[src/rtl/lenet_ctrl_pkg.sv]
// Shared types and constants for the LeNet batch controller.
package lenet_ctrl_pkg;

  localparam int GRAPH_W = 5;

  localparam logic [1:0] RIGHT_NONE = 2'b00;
  localparam logic [1:0] RIGHT_OK   = 2'b01;
  localparam logic [1:0] RIGHT_BAD  = 2'b10;

  typedef enum logic [2:0] {
    ST_IDLE,
    ST_LAUNCH,
    ST_WAIT,
    ST_NEXT,
    ST_DONE
  } lbc_state_t;

endpackage

[src/rtl/btn_debounce.sv]
// Button conditioner: 2-FF synchronizer, hold-time debounce, one-cycle press
// pulse on each accepted rising level.
module btn_debounce #(
  parameter int DEB_CYCLES = 1000000
) (
  input  logic clk_i,
  input  logic rst_i,
  input  logic btn_i,
  output logic press_o
);

  localparam int CW = $clog2(DEB_CYCLES + 1);

  logic          s1_q, s2_q, lvl_q, press_q;
  logic [CW-1:0] cnt_q;

  always_ff @(posedge clk_i) begin
    if (rst_i) begin
      s1_q    <= 1'b0;
      s2_q    <= 1'b0;
      lvl_q   <= 1'b0;
      press_q <= 1'b0;
      cnt_q   <= '0;
    end else begin
      s1_q    <= btn_i;
      s2_q    <= s1_q;
      press_q <= 1'b0;
      // Counter tracks consecutive samples disagreeing with the accepted level.
      if (s2_q == lvl_q) begin
        cnt_q <= '0;
      end else if (cnt_q == CW'(DEB_CYCLES - 1)) begin
        cnt_q   <= '0;
        lvl_q   <= s2_q;
        press_q <= s2_q;
      end else begin
        cnt_q <= cnt_q + 1'b1;
      end
    end
  end

  assign press_o = press_q;

endmodule

[src/rtl/lenet_batch_ctrl.sv]
// Start/sweep sequencer in front of lenet_top; tallies verdicts per run.
// Optional inference watchdog enabled by defining LBC_WATCHDOG_EN.
module lenet_batch_ctrl
  import lenet_ctrl_pkg::*;
#(
  parameter int DEB_CYCLES     = 1000000,
  parameter int NUM_GRAPHS     = 32,
  parameter int TIMEOUT_CYCLES = 2000000
) (
  input  logic               clk,
  input  logic               rst,
  input  logic               btn_start,
  input  logic               sweep_en,
  input  logic [GRAPH_W-1:0] graph_sel,
  input  logic               lenet_finish,
  input  logic [1:0]         right,
  output logic               lenet_start,
  output logic [GRAPH_W-1:0] graph,
  output logic               busy,
  output logic               batch_done,
  output logic [5:0]         correct_cnt,
  output logic [5:0]         total_cnt,
  output logic               timeout_err
);

  logic press;

  btn_debounce #(.DEB_CYCLES(DEB_CYCLES)) u_deb (
    .clk_i   (clk),
    .rst_i   (rst),
    .btn_i   (btn_start),
    .press_o (press)
  );

  lbc_state_t         state_q, state_d;
  logic [GRAPH_W-1:0] graph_q, graph_d;
  logic               mode_q, mode_d;
  logic [5:0]         corr_q, corr_d, tot_q, tot_d;
  logic               to_q, to_d;
  logic               wd_hit;

`ifdef LBC_WATCHDOG_EN
  localparam int WD_W = $clog2(TIMEOUT_CYCLES + 1);
  logic [WD_W-1:0] wd_q;

  always_ff @(posedge clk) begin
    if (rst || state_q != ST_WAIT) wd_q <= '0;
    else                           wd_q <= wd_q + 1'b1;
  end

  assign wd_hit = (state_q == ST_WAIT) && (wd_q == WD_W'(TIMEOUT_CYCLES - 1));
`else
  logic unused_timeout;
  assign unused_timeout = ^TIMEOUT_CYCLES;
  assign wd_hit         = 1'b0;
`endif

  always_comb begin
    state_d = state_q;
    graph_d = graph_q;
    mode_d  = mode_q;
    corr_d  = corr_q;
    tot_d   = tot_q;
    to_d    = to_q;
    unique case (state_q)
      // DONE restarts exactly like IDLE so a press there begins a fresh run.
      ST_IDLE, ST_DONE: begin
        if (press) begin
          corr_d  = '0;
          tot_d   = '0;
          to_d    = 1'b0;
          mode_d  = sweep_en;
          graph_d = sweep_en ? '0 : graph_sel;
          state_d = ST_LAUNCH;
        end
      end
      ST_LAUNCH: state_d = ST_WAIT;
      ST_WAIT: begin
        if (lenet_finish) begin
          tot_d   = tot_q + 6'd1;
          if (right == RIGHT_OK) corr_d = corr_q + 6'd1;
          state_d = ST_NEXT;
        end else if (wd_hit) begin
          to_d    = 1'b1;
          state_d = ST_DONE;
        end
      end
      ST_NEXT: begin
        if (!mode_q || graph_q == GRAPH_W'(NUM_GRAPHS - 1)) begin
          state_d = ST_DONE;
        end else begin
          graph_d = graph_q + 1'b1;
          state_d = ST_LAUNCH;
        end
      end
      default: state_d = ST_IDLE;
    endcase
  end

  always_ff @(posedge clk) begin
    if (rst) begin
      state_q <= ST_IDLE;
      graph_q <= '0;
      mode_q  <= 1'b0;
      corr_q  <= '0;
      tot_q   <= '0;
      to_q    <= 1'b0;
    end else begin
      state_q <= state_d;
      graph_q <= graph_d;
      mode_q  <= mode_d;
      corr_q  <= corr_d;
      tot_q   <= tot_d;
      to_q    <= to_d;
    end
  end

  assign lenet_start = (state_q == ST_LAUNCH);
  assign busy        = (state_q != ST_IDLE);
  assign batch_done  = (state_q == ST_DONE);
  assign graph       = graph_q;
  assign correct_cnt = corr_q;
  assign total_cnt   = tot_q;
  assign timeout_err = to_q;

endmodule

[config.mk]
export PLATFORM = sky130hd
export DESIGN_NAME = lenet_batch_ctrl
export DESIGN_NICKNAME = d
export VERILOG_FILES = /design/src/rtl/lenet_ctrl_pkg.sv /design/src/rtl/btn_debounce.sv /design/src/rtl/lenet_batch_ctrl.sv
export SDC_FILE = /design/constraint.sdc
export NUM_CORES = 1
export LEC_CHECK = 0
export ABC_AREA = 1
export CAP_MARGIN = 20
export CORE_ASPECT_RATIO = 1.2
export CORE_MARGIN = 5
export CORE_UTILIZATION = 40
export CTS_CLUSTER_DIAMETER = 60
export DETAILED_ROUTE_END_ITERATION = 7
export PLACE_DENSITY_LB_ADDON = 0.2
export SETUP_SLACK_MARGIN = 0.15
export SLEW_MARGIN = 20
export SYNTH_ARGS = -nofsm -noshare
export SYNTH_HDL_FRONTEND = slang
export SYNTH_SLANG_ARGS = --single-unit
export TNS_END_PERCENT = 10
[constraint.sdc]
create_clock -name clk -period 1.36 [get_ports clk]
set_clock_uncertainty 0.05 [all_clocks]
set_input_delay 0.204 -clock clk [delete_from_list [all_inputs] [get_ports clk]]
set_output_delay 0.204 -clock clk [all_outputs]
set_load 0.05 [all_outputs]
# Word level (Yosys, flattened, before mapping)
# Index checks and enable logic that the tools add are counted.
[totals]
register_bits = 45
word_cells = 57
output_inout_bits = 21
input_bits = 12
[op_classes]
bitwise_logic = 2
n_addsub = 4
n_eq_ne = 12
muxes = 14
reduce_logical = 15
[ops]
columns = ["cell", "n"]
rows = [
  ["$mux W6", 4],
  ["$pmux W6 S2", 2],
  ["$add A20 B1 Y20 const B", 1],
  ["$eq A20 B20 Y1 const B", 1],
  ["$mux W5", 3],
  ["$add A6 B1 Y6 const B", 2],
  ["$pmux W3 S4", 1],
  ["$pmux W5 S2", 1],
  ["$mux W3", 3],
  ["$eq A3 B2 Y1 const B", 2],
  ["$ne A2 B2 Y1 const B", 3],
  ["$reduce_and A2 Y1", 3],
  ["$reduce_and A3 Y1", 2],
  ["$reduce_or A3 Y1", 2],
  ["$add A5 B1 Y5 const B", 1],
  ["$eq A5 B5 Y1 const B", 1],
  ["$reduce_and A4 Y1", 1],
  ["$reduce_bool A2 Y1", 2],
  ["$eq A3 B1 Y1 const B", 1],
  ["$eq A3 B3 Y1 const B", 1],
  ["$logic_not A3 Y1", 1],
  ["$reduce_bool A3 Y1", 1],
  ["$eq A2 B1 Y1 const B", 1],
  ["$ne A2 B1 Y1 const B", 1],
  ["5 further kinds", 6],
]

# Logic depth before layout (Yosys ltp)
# Gate-level depths: netlist of run 1.
[logic_depth]
depth_word = 4
ltp_mapped = 10
depth_no_buf = 10

# By module
# From an unflattened synthesis of run 1, not the netlist that was laid out.
[hier_totals]
hier_cells = 370
hier_area_um2 = 2501.1
[by_module_without_submodules]
columns = ["module", "cells_each", "area_per_inst_um2", "instances", "seq_area_each_um2"]
rows = [
  ["btn_debounce", 186, 1292.5, 1, 480.5],
  ["lenet_batch_ctrl", 184, 1208.7, 1, 420.4],
]

# Worst setup path after synthesis of run 1
# No wires, ideal clock.
[synth_timing]
path_kind = "flip-flop to flip-flop"
from = "reg state_q[0]"
to = "reg state_q[1]"
stages_incl_launch_ff = 4
arrival_time_ns = 1.840
setup_ns = 0.063
path_buffers = 0
t_required_ns = 1.247
synth_period_minus_slack_ns = 1.953
path_slack_ns = -0.593
cell_sequence = "dfxtp_1 inv_1 nor3_1 o21a_1"
[synth_between]
elab_cells_between_ends = 10
classes_between = "eq/ne: 6; mux: 1; reduce/logical: 3"
[synth_lines]
columns = ["element", "line", "source"]
rows = [
  ["start, declared", "lenet_batch_ctrl.sv:35", "lbc_state_t state_q, state_d;"],
  ["start signal, assigned", "lenet_batch_ctrl.sv:109", "state_q <= state_d;"],
  ["$eq A3 B1 Y1", "n/a", ""],
  ["named net lenet_start", "lenet_batch_ctrl.sv:17", "output logic lenet_start,"],
  ["$pmux W3 S4", "lenet_batch_ctrl.sv:65", "unique case (state_q)"],
]
# The timed path passes the listed nets, and every way through them passes these cells.
# A chain may end at the register's enable or synchronous reset.

# Worst setup path after layout of run 1
[layout_timing]
from = "reg state_q[2]"
to = "out lenet_start"
[layout_between]
elab_chain_cells = 1
[layout_lines]
columns = ["element", "line", "source"]
rows = [
  ["$eq A3 B1 Y1", "lenet_batch_ctrl.sv:118", "assign lenet_start = (state_q == ST_LAUNCH);"],
  ["end, declared", "lenet_batch_ctrl.sv:17", ""],
]
# No other way between the ends.

==> results of run 1 <==
==> per-stage QoR <==
| step | power [mW] | worst slack [ns] |
|---|---|---|
| after global placement | 1.44 | -0.144 |
| after CTS | 2.44 | -0.0656 |
| after floorplan | 1.39 | -0.0884 |
| final | 2.40 | -0.0673 |
| after detailed placement | 1.44 | -0.157 |
| after global routing | 2.51 | -0.162 |
==> how the worst min path moves through the flow <==
stage	to	startpoint
3_5_place_dp	u_deb.s2_q$_SDFF_PP0_	u_deb.s1_q$_SDFF_PP0_
4_1_cts	u_deb.s2_q$_SDFF_PP0_	u_deb.s1_q$_SDFF_PP0_
5_1_grt	u_deb.s2_q$_SDFF_PP0_	u_deb.s1_q$_SDFF_PP0_
2_1_floorplan	u_deb.s1_q$_SDFF_PP0_	btn_start
3_3_place_gp	u_deb.s2_q$_SDFF_PP0_	u_deb.s1_q$_SDFF_PP0_
6_report	u_deb.s2_q$_SDFF_PP0_	u_deb.s1_q$_SDFF_PP0_
==> worst reg2reg max path, stage by stage (launching register included) <==
cell	delay, ns
dfxtp_4	0.36
ha_4	0.15
nand2_2	0.06
nor2_1	0.04
ha_2	0.17
nor2_2	0.09
nand2_2	0.07
buf_4	0.14
a211oi_2	0.19
==> Yosys cell counts, drive strengths merged, types with 2 or more instances <==
| master | instances | area share [%] |
|---|---|---|
| buf | 3 | 1.1 |
| inv | 42 | 6.4 |
| nor2 | 79 | 14 |
| o21ai | 15 | 3.9 |
| nor3 | 2 | 0.40 |
| ha | 5 | 2.5 |
| or2 | 2 | 0.51 |
| nand2 | 85 | 15 |
| nand4 | 8 | 2.0 |
| a21oi | 17 | 4.2 |
| nand3b | 2 | 0.61 |
| xor2 | 7 | 2.5 |
| dfxtp | 45 | 36 |
| nand3 | 32 | 7.4 |
| o21bai | 2 | 0.61 |
| xnor2 | 4 | 1.4 |
==> cell families (layout without fill, tap and decap cells) <==
logic type | count (synthesis) | after routing
compound gates | 37 | 38
xor+xnor | 11 | 11
fa+ha+maj | 5 | 5
buf+inv | 46 | 119
flops | 45 | 45
other cells | 1 | 1
simple gates | 212 | 212
==> final cells by class <==
class	count	area (um^2)	share of cell area [%]
tap	82	103	2.71
timing repair buffer	69	851	22.5
sequential	45	945	25.0
multi-input combinational	267	1610	42.6
clock buffer	7	108	2.84
clock inverter	1	6.26	0.165
inverter	42	163	4.30
==> metal layers <==
layer	vias up	part of all wire (%)	track usage, %
li1	1280	-	-
met1	1130	42	19.3
met2	32	53	29.9
met3	12	2.5	2.90
met4	0	2.1	6.51
met5	-	0	0
==> power groups by stage <==
stage	registers, mW	clock network [mW]	logic [mW]
floorplan	1.35	0	0.0472
global placement	1.35	0	0.0948
detailed placement	1.35	0	0.0953
CTS	1.31	1.03	0.101
global route	1.31	1.08	0.110
finish	1.31	0.984	0.101
==> registers in the layout (all words and copies together) (netlist names) <==
signal and cells:
u_deb.cnt_q 20, correct_cnt 6, total_cnt 6, graph 5
state_q 3, mode_q 1, u_deb.lvl_q 1, u_deb.press_o 1
u_deb.s1_q 1, u_deb.s2_q 1
==> what timing repair did <==
item / in CTS / in global routing
buffers inserted: 6 / 0
setup endpoints to repair: 47 / 50
pin swaps: 28 / 10
resized for setup: 58 / 19
gates cloned: 1 / 0
endpoints found under the hold margin: 0 / 0
==> flow_summary.yaml, run 1 <==
setup_path:
  crit_path_end: "lenet_start"
  startpoint: "state_q[2]$_SDFFE_PP0P_"
  worstSetupStartpointType: "flip-flop"
  setup.worst_path.class: "flip-flop to primary output"
  worstPathMaxFanout: 4
  arrival_ns: 1.17
  reg2reg_from: "graph[0]$_SDFFE_PP0P_"
  cp_top_family: "flip-flops"
  slowest_delay_ns: 0.35
  cp.depth: 3
  rr_worst_depth: 8
  endpoint_kind: "primary output"
  r2r_setup_slack_ns: -0.05
  path_buf_inv: 2
  crit_required_ns: 1.11
  critPathSlowestCell: "dfxtp_2"
  crit_chain: "buf_4 -> nor3_4 -> buf_12"
  timing.rr.end: "state_q[0]$_SDFFE_PP0P_"
placement:
  dp_hpwl_um: 4310
  port_buffers: 31
  dpl_cell_area_um2: 3370
  gp_congestion: 0.837
  dp.cells: 498
global_routing:
  grt_max_degree: 20
  grt_util_all_layers_pct: 16.6
  grt_remaining_overflow: 0
  grt_pass1_wl_um: 10300
  grt_pass1_vias: 2328
  antenna_found_initial: 0
synthesis:
  synth_seq_cells: 45
  synth_compound_area_share_pct: 9.65
  netlist_area_um2: 2480
  ys_warn_count: 0
  synthesis.nets: 374
  synthCells: 357
  async_reset_ff_share_pct: 0
  ys_seq_area_share_pct: 36.4
  synth_adder_area_share_pct: 2.53
  synth_top_family_by_area: "simple AND/OR/NAND/NOR gates"
  ys_types: 36
  synthMuxAreaShare_pct: 0
  synth_edf_count: 0
  synth_xor_area_share_pct: 3.89
  yosys.area_share.simple_pct: 39.8
  avgSynthCellArea_um2: 6.94
  synthFlopType: "dfxtp_1"
finish:
  fillers: 544
  nNetsFinal: 447
  area_growth_pct: 52.8
  fin_area_um2: 3790
  final_cell_count_no_fill: 513
  diodes: 0
  final_core_util_pct: 62.6
  drive_gt1_share_pct: 38.3
  final_cell_mix: "nand2_1 (69), nor2_1 (59), inv_1 (34), buf_4 (28), nand3_1 (23)"
  layout_commonest_cell: "nand2_1"
sta:
  fin_ws_ns: -0.0673
  post-route-min-period_ns: 1.43
  max_freq_mhz: 701
  hold-worst-slack_ns: 0.373
  final.setup.tns_ns: -0.314
  timing.final.crit_share_pct: 105
  drv_slew: 0
  final_hold_viol_count: 0
  finalSetupViolations: 9
  rsz0062_at_grt: "true"
detailed_routing:
  wl_per_cell_um: 11.8
  vias: 2454
  drc_errors: 0
  first_pass_iters: 4
  ant_nets: 0
  via_per_inst: 4.78
  drtIter0Drc: 106
  wl_um: 6060
die:
  die_area_um2: 7870
  die_h_um: 96.2
  core_um2: 6050
  rows: 31
  num_io_pins: 33
  die_w_um: 81.8
  initial_core_util_pct: 40.9
cts:
  clk_pin_slew_ns: 0.08
  cts-root-buf: "clkbuf_8"
  clock_path_buffers: 2
  insertion_delay_ns: 0.30
  tritoncts: "built"
  cts_made_buffers: 5
  htree_levels: 2
  hold_buffers: 0
  clock_sinks: 45
run_status:
  status: "complete, but fails checks"
  failed_checks: "setup timing"
pwr:
  internal_power_mw: 1.88
  power_frac_seq_pct: 54.7
  swShare_pct: 21.4
  pwr-share-comb_pct: 4.2
  pwr-share-clk_pct: 41.0
  leakagePower_nw: 1.39
  p_sw_uw: 513
  ir_drop_v: 0.000373
  powerDensity_nw_per_um2: 633
min_path:
  hold_class: "flip-flop to flip-flop"
  worstHoldPathCells: 2
run:
  drv_cap: 0
Power figures use the tool's default switching activity.
==> run 2: changes to the inputs <==
CAP_MARGIN = 30   (was 20)
GPL_TIMING_DRIVEN = 1   (was not set)
PLACE_DENSITY_LB_ADDON = not set   (was 0.2)
==> flow_summary.yaml, run 2 (synthesis gave the netlist of run 1 again) <==
run_status:
  status: "complete, but fails checks"
  failed_checks: "setup timing"
cts:
  tritoncts: "built"
  clk_pin_slew_ns: 0.09
  cts_made_buffers: 5
  htree_levels: 2
  hold_buffers: 0
  insertion_delay_ns: 0.29
  clock_sinks: 45
  clock_path_buffers: 2
  cts-root-buf: "clkbuf_8"
finish:
  largest_reg_flops: 20
  largest-register: "u_deb.cnt_q"
  drive_gt1_share_pct: 36.2
  multi_input_area_um2: 1600
  seqCellArea_um2: 942
  fin_area_um2: 3750
  final_cell_count_no_fill: 518
  area_growth_pct: 51.2
  final_core_util_pct: 61.9
  layout_commonest_cell: "nand2_1"
  diodes: 0
  nNetsFinal: 452
  fillers: 537
  final_cell_mix: "nand2_1 (67), nor2_1 (63), buf_4 (35), inv_1 (34), nand3_1 (24)"
setup_path:
  setup.worst_path.class: "flip-flop to flip-flop"
  arrival_ns: 1.62
  worstPathMaxFanout: 3
  critPathSlowestCell: "dfxtp_4"
  slowest_delay_ns: 0.36
  endpoint_kind: "flip-flop"
  worstSetupStartpointType: "flip-flop"
  crit_required_ns: 1.52
  crit_chain: "ha_4 -> nand2_4 -> nor2_4 -> ha_4 -> nor2_4 -> nand2_4 -> buf_6 -> a211oi_2"
global_routing:
  grt_max_degree: 20
  grt_util_all_layers_pct: 15.8
  grt_remaining_overflow: 0
  grt_pass1_vias: 2358
  antenna_found_initial: 0
  grt_pass1_wl_um: 9870
die:
  die_area_um2: 7870
  initial_core_util_pct: 40.9
  die_h_um: 96.2
  core_um2: 6050
  num_io_pins: 33
  die_w_um: 81.8
  rows: 31
placement:
  gp_congestion: 0.830
  port_buffers: 31
  dp.cells: 497
  dp_hpwl_um: 4270
  dpl_cell_area_um2: 3360
sta:
  drv_slew: 0
  post-route-min-period_ns: 1.46
  hold-worst-slack_ns: 0.364
  timing.final.crit_share_pct: 107
  max_freq_mhz: 687
  rsz0062_at_grt: "true"
  fin_ws_ns: -0.0961
  final_hold_viol_count: 0
  finalSetupViolations: 12
min_path:
  hold_class: "flip-flop to flip-flop"
detailed_routing:
  ant_nets: 0
  wl_per_cell_um: 11.4
  vias: 2458
  via_per_inst: 4.75
  drc_errors: 0
  first_pass_iters: 4
  drtIter0Drc: 76
  wl_um: 5910
pwr:
  ir_drop_v: 0.000470
  leakagePower_nw: 1.42
  totalPowerFinal_mw: 2.22
  powerDensity_nw_per_um2: 593
run:
  drv_cap: 0
-- run 2: what timing repair did --
item | 4_1_cts | 5_1_grt
gates cloned | 1 | 1
pin swaps | 8 | 18
setup endpoints to repair | 47 | 50
resized for setup | 26 | 38
buffers inserted | 5 | 6
-- run 2: per-layer routing --
layer	GRT usage [%]	vias up	part of all wire [%]
met5	0	-	0
met4	5.54	0	1.6
met3	3.56	14	3.9
met2	29.4	51	52
met1	17.2	1106	42
li1	-	1287	-
-- run 2: path summary, 6_finish.rpt --
path                         startpoint                 endpoint  slack [ns]  depth (start not counted)
setup / recovery  graph[0]$_SDFFE_PP0P_  state_q[0]$_SDFFE_PP0P_        -0.1                          8
hold / removal    u_deb.s1_q$_SDFF_PP0_    u_deb.s2_q$_SDFF_PP0_        0.36                          2
setup reg to reg  graph[0]$_SDFFE_PP0P_  state_q[0]$_SDFFE_PP0P_        -0.1                          8
hold reg to reg   u_deb.s1_q$_SDFF_PP0_    u_deb.s2_q$_SDFF_PP0_        0.36                          2
-- run 2: metrics by stage --
step                      setup slack [ns]  setup TNS (ns)
final                              -0.0961          -0.564
after global routing                -0.161           -2.60
after CTS                          -0.0928          -0.901
after detailed placement            -0.159           -3.03
after global placement              -0.150           -2.45
after floorplan                    -0.0884           -1.21
-- run 2: cell type report --
cell class / count / share of cell area [%]
flip-flops and latches: 45 / 25.2
repair buffers: 73 / 23.0
well taps: 82 / 2.74
inverters: 42 / 4.28
multi-input cells: 268 / 42.6
clock buffers: 7 / 2.04
clock inverters: 1 / 0.200
-- run 2: where the power goes --
part           switching, mW  internal (mW)  total (mW)
combinational         0.0504         0.0482      0.0986
clock                  0.446          0.364       0.810
sequential           0.00252           1.31        1.31
total                  0.499           1.72        2.22
-- run 2: worst max-delay path, delay by kind of cell (launching register included) --
family | cells | cell delay [ns]
and+or+nand+nor | 4 | 0.30
AOI/OAI and AO/OA | 1 | 0.21
buffers and inverters | 1 | 0.12
DFF | 1 | 0.36
adders and majority gates | 2 | 0.32
==> run 3: changes to the inputs <==
PLACE_DENSITY_LB_ADDON = 0.25   (was not set)
==> flow_summary.yaml, run 3 (synthesis gave the netlist of run 1 again) <==
run_status:
  status: "complete, but fails checks"
  failed_checks: "setup timing"
cts:
  clock_path_buffers: 2
  insertion_delay_ns: 0.30
  htree_levels: 2
  clock_sinks: 45
  clk_pin_slew_ns: 0.08
  tritoncts: "built"
  cts-root-buf: "clkbuf_8"
  hold_buffers: 0
  cts_made_buffers: 5
min_path:
  hold_class: "flip-flop to flip-flop"
  worstHoldPathCells: 2
  hold_start: "u_deb.s1_q$_SDFF_PP0_"
  holdPathEnd: "u_deb.s2_q$_SDFF_PP0_"
global_routing:
  antenna_found_initial: 0
  grt_util_all_layers_pct: 17.1
  grt_pass1_vias: 2523
  grt_pass1_wl_um: 10700
  grt_max_degree: 20
  grt_remaining_overflow: 0
pwr:
  swShare_pct: 21.8
  power_frac_seq_pct: 56.3
  internal_power_mw: 1.81
  leakagePower_nw: 1.45
  p_sw_uw: 504
  pwr-share-comb_pct: 4.4
  pwr-share-clk_pct: 39.3
  powerDensity_nw_per_um2: 603
  ir_drop_v: 0.000658
  totalPowerFinal_mw: 2.32
sta:
  max_freq_mhz: 695
  fin_ws_ns: -0.0795
  finalSetupViolations: 11
  final_hold_viol_count: 0
  rsz0062_at_grt: "true"
  timing.final.crit_share_pct: 106
  post-route-min-period_ns: 1.44
  drv_slew: 0
detailed_routing:
  first_pass_iters: 4
  drtIter0Drc: 96
  ant_nets: 0
  wl_met2_um: 3370
  vias: 2520
  met1_length_um: 2560
  wl_um: 6290
  dr.max_layer_used: "met4"
  via_per_inst: 4.86
  drc_errors: 0
  route.met3.wl_um: 228
  wl_per_cell_um: 12.1
finish:
  final_cell_mix: "nand2_1 (69), nor2_1 (56), inv_1 (34), buf_4 (34), nand3_1 (25)"
  final_core_util_pct: 63.4
  drive_gt1_share_pct: 38.5
  nNetsFinal: 452
  fillers: 532
  diodes: 0
  layout_commonest_cell: "nand2_1"
  largest_reg_flops: 20
  area_growth_pct: 54.9
  largest-register: "u_deb.cnt_q"
run:
  drv_cap: 0
setup_path:
  worstSetupStartpointType: "flip-flop"
  worstPathMaxFanout: 5
  setup.worst_path.class: "flip-flop to flip-flop"
  reg2reg_from: "graph[0]$_SDFFE_PP0P_"
  crit_required_ns: 1.50
  endpoint_kind: "flip-flop"
  crit_chain: "ha_4 -> nand2_4 -> nor2_4 -> ha_4 -> nor2_4 -> nand2_4 -> nand2_4 -> nand2_2 -> nor2_2 -> nor2_1"
  critPathSlowestCell: "dfxtp_4"
  arrival_ns: 1.58
  rr_worst_depth: 10
  startpoint: "graph[0]$_SDFFE_PP0P_"
  slowest_delay_ns: 0.36
  r2r_setup_slack_ns: -0.08
  crit_top_cell: "nand2_4"
  timing.rr.end: "graph[3]$_SDFFE_PP0P_"
die:
  die_h_um: 96.2
  die_w_um: 81.8
  rows: 31
  num_io_pins: 33
  core_um2: 6050
  initial_core_util_pct: 40.9
  die_area_um2: 7870
placement:
  gp_congestion: 0.848
  dp_hpwl_um: 4430
  port_buffers: 31
## run 3: cell count changes in the layout (fill, tap and decap cells not counted), sizes merged
cell,change
buf,+1
clkinv,+1
clkinvlp,-1
o21ai,-1
## run 3: cell type report
class | count | area (um^2) | share of cell area, %
multi-input combinational | 267 | 1640 | 42.7
sequential | 45 | 952 | 24.8
timing repair buffer | 74 | 876 | 22.8
inverter | 42 | 165 | 4.30
tap | 82 | 103 | 2.67
clock buffer | 7 | 96.3 | 2.51
clock inverter | 1 | 5.00 | 0.130
## run 3: what timing repair did
| item | CTS | global route |
|---|---|---|
| resized for setup | 54 | 32 |
| buffers inserted | 10 | 1 |
| cloned | 1 | 0 |
| pin swaps | 26 | 24 |
| endpoints found under the setup margin | 50 | 52 |
## run 3: per-layer routing
metal / vias up / GRT usage [%]
li1: 1288 / -
met1: 1176 / 18.0
met2: 43 / 32.3
met3: 13 / 3.75
met4: 0 / 6.93
met5: - / 0
## run 3: critical path, delay by kind of cell (launching register included)
kind	cells	cell delay [ns]
and+or+nand+nor	8	0.59
DFF	1	0.36
adders and majority gates	2	0.32
## run 3: worst max path at each step
stage               depth (start not counted)                          end
finish                                     10        graph[3]$_SDFFE_PP0P_
global route                               10        graph[3]$_SDFFE_PP0P_
CTS                                         8      state_q[0]$_SDFFE_PP0P_
detailed placement                          8  correct_cnt[2]$_SDFFE_PP0P_
global placement                            8  correct_cnt[2]$_SDFFE_PP0P_
floorplan                                  10        graph[0]$_SDFFE_PP0P_
## run 3: per-stage QoR
stage / TNS (ns) / setup slack (ns) / hold slack, ns / std cells / area [um^2]
after global placement: -2.07 / -0.144 / 0.351 / 498 / 3370
after detailed placement: -2.81 / -0.179 / 0.356 / 498 / 3370
after floorplan: -1.21 / -0.0884 / 0.261 / 357 / 2530
after global routing: -2.53 / -0.197 / 0.396 / 518 / 3840
after CTS: -0.519 / -0.0696 / 0.374 / 517 / 3740
final: -0.491 / -0.0795 / 0.369 / 518 / 3840
## run 3: power by group through the flow
stage	Combinational (mW)	Sequential, mW	Clock (mW)
2_1_floorplan	0.0472	1.35	0
3_3_place_gp	0.0962	1.35	0
3_5_place_dp	0.0966	1.35	0
4_1_cts	0.102	1.31	0.955
5_1_grt	0.111	1.30	1.00
6_report	0.102	1.30	0.909
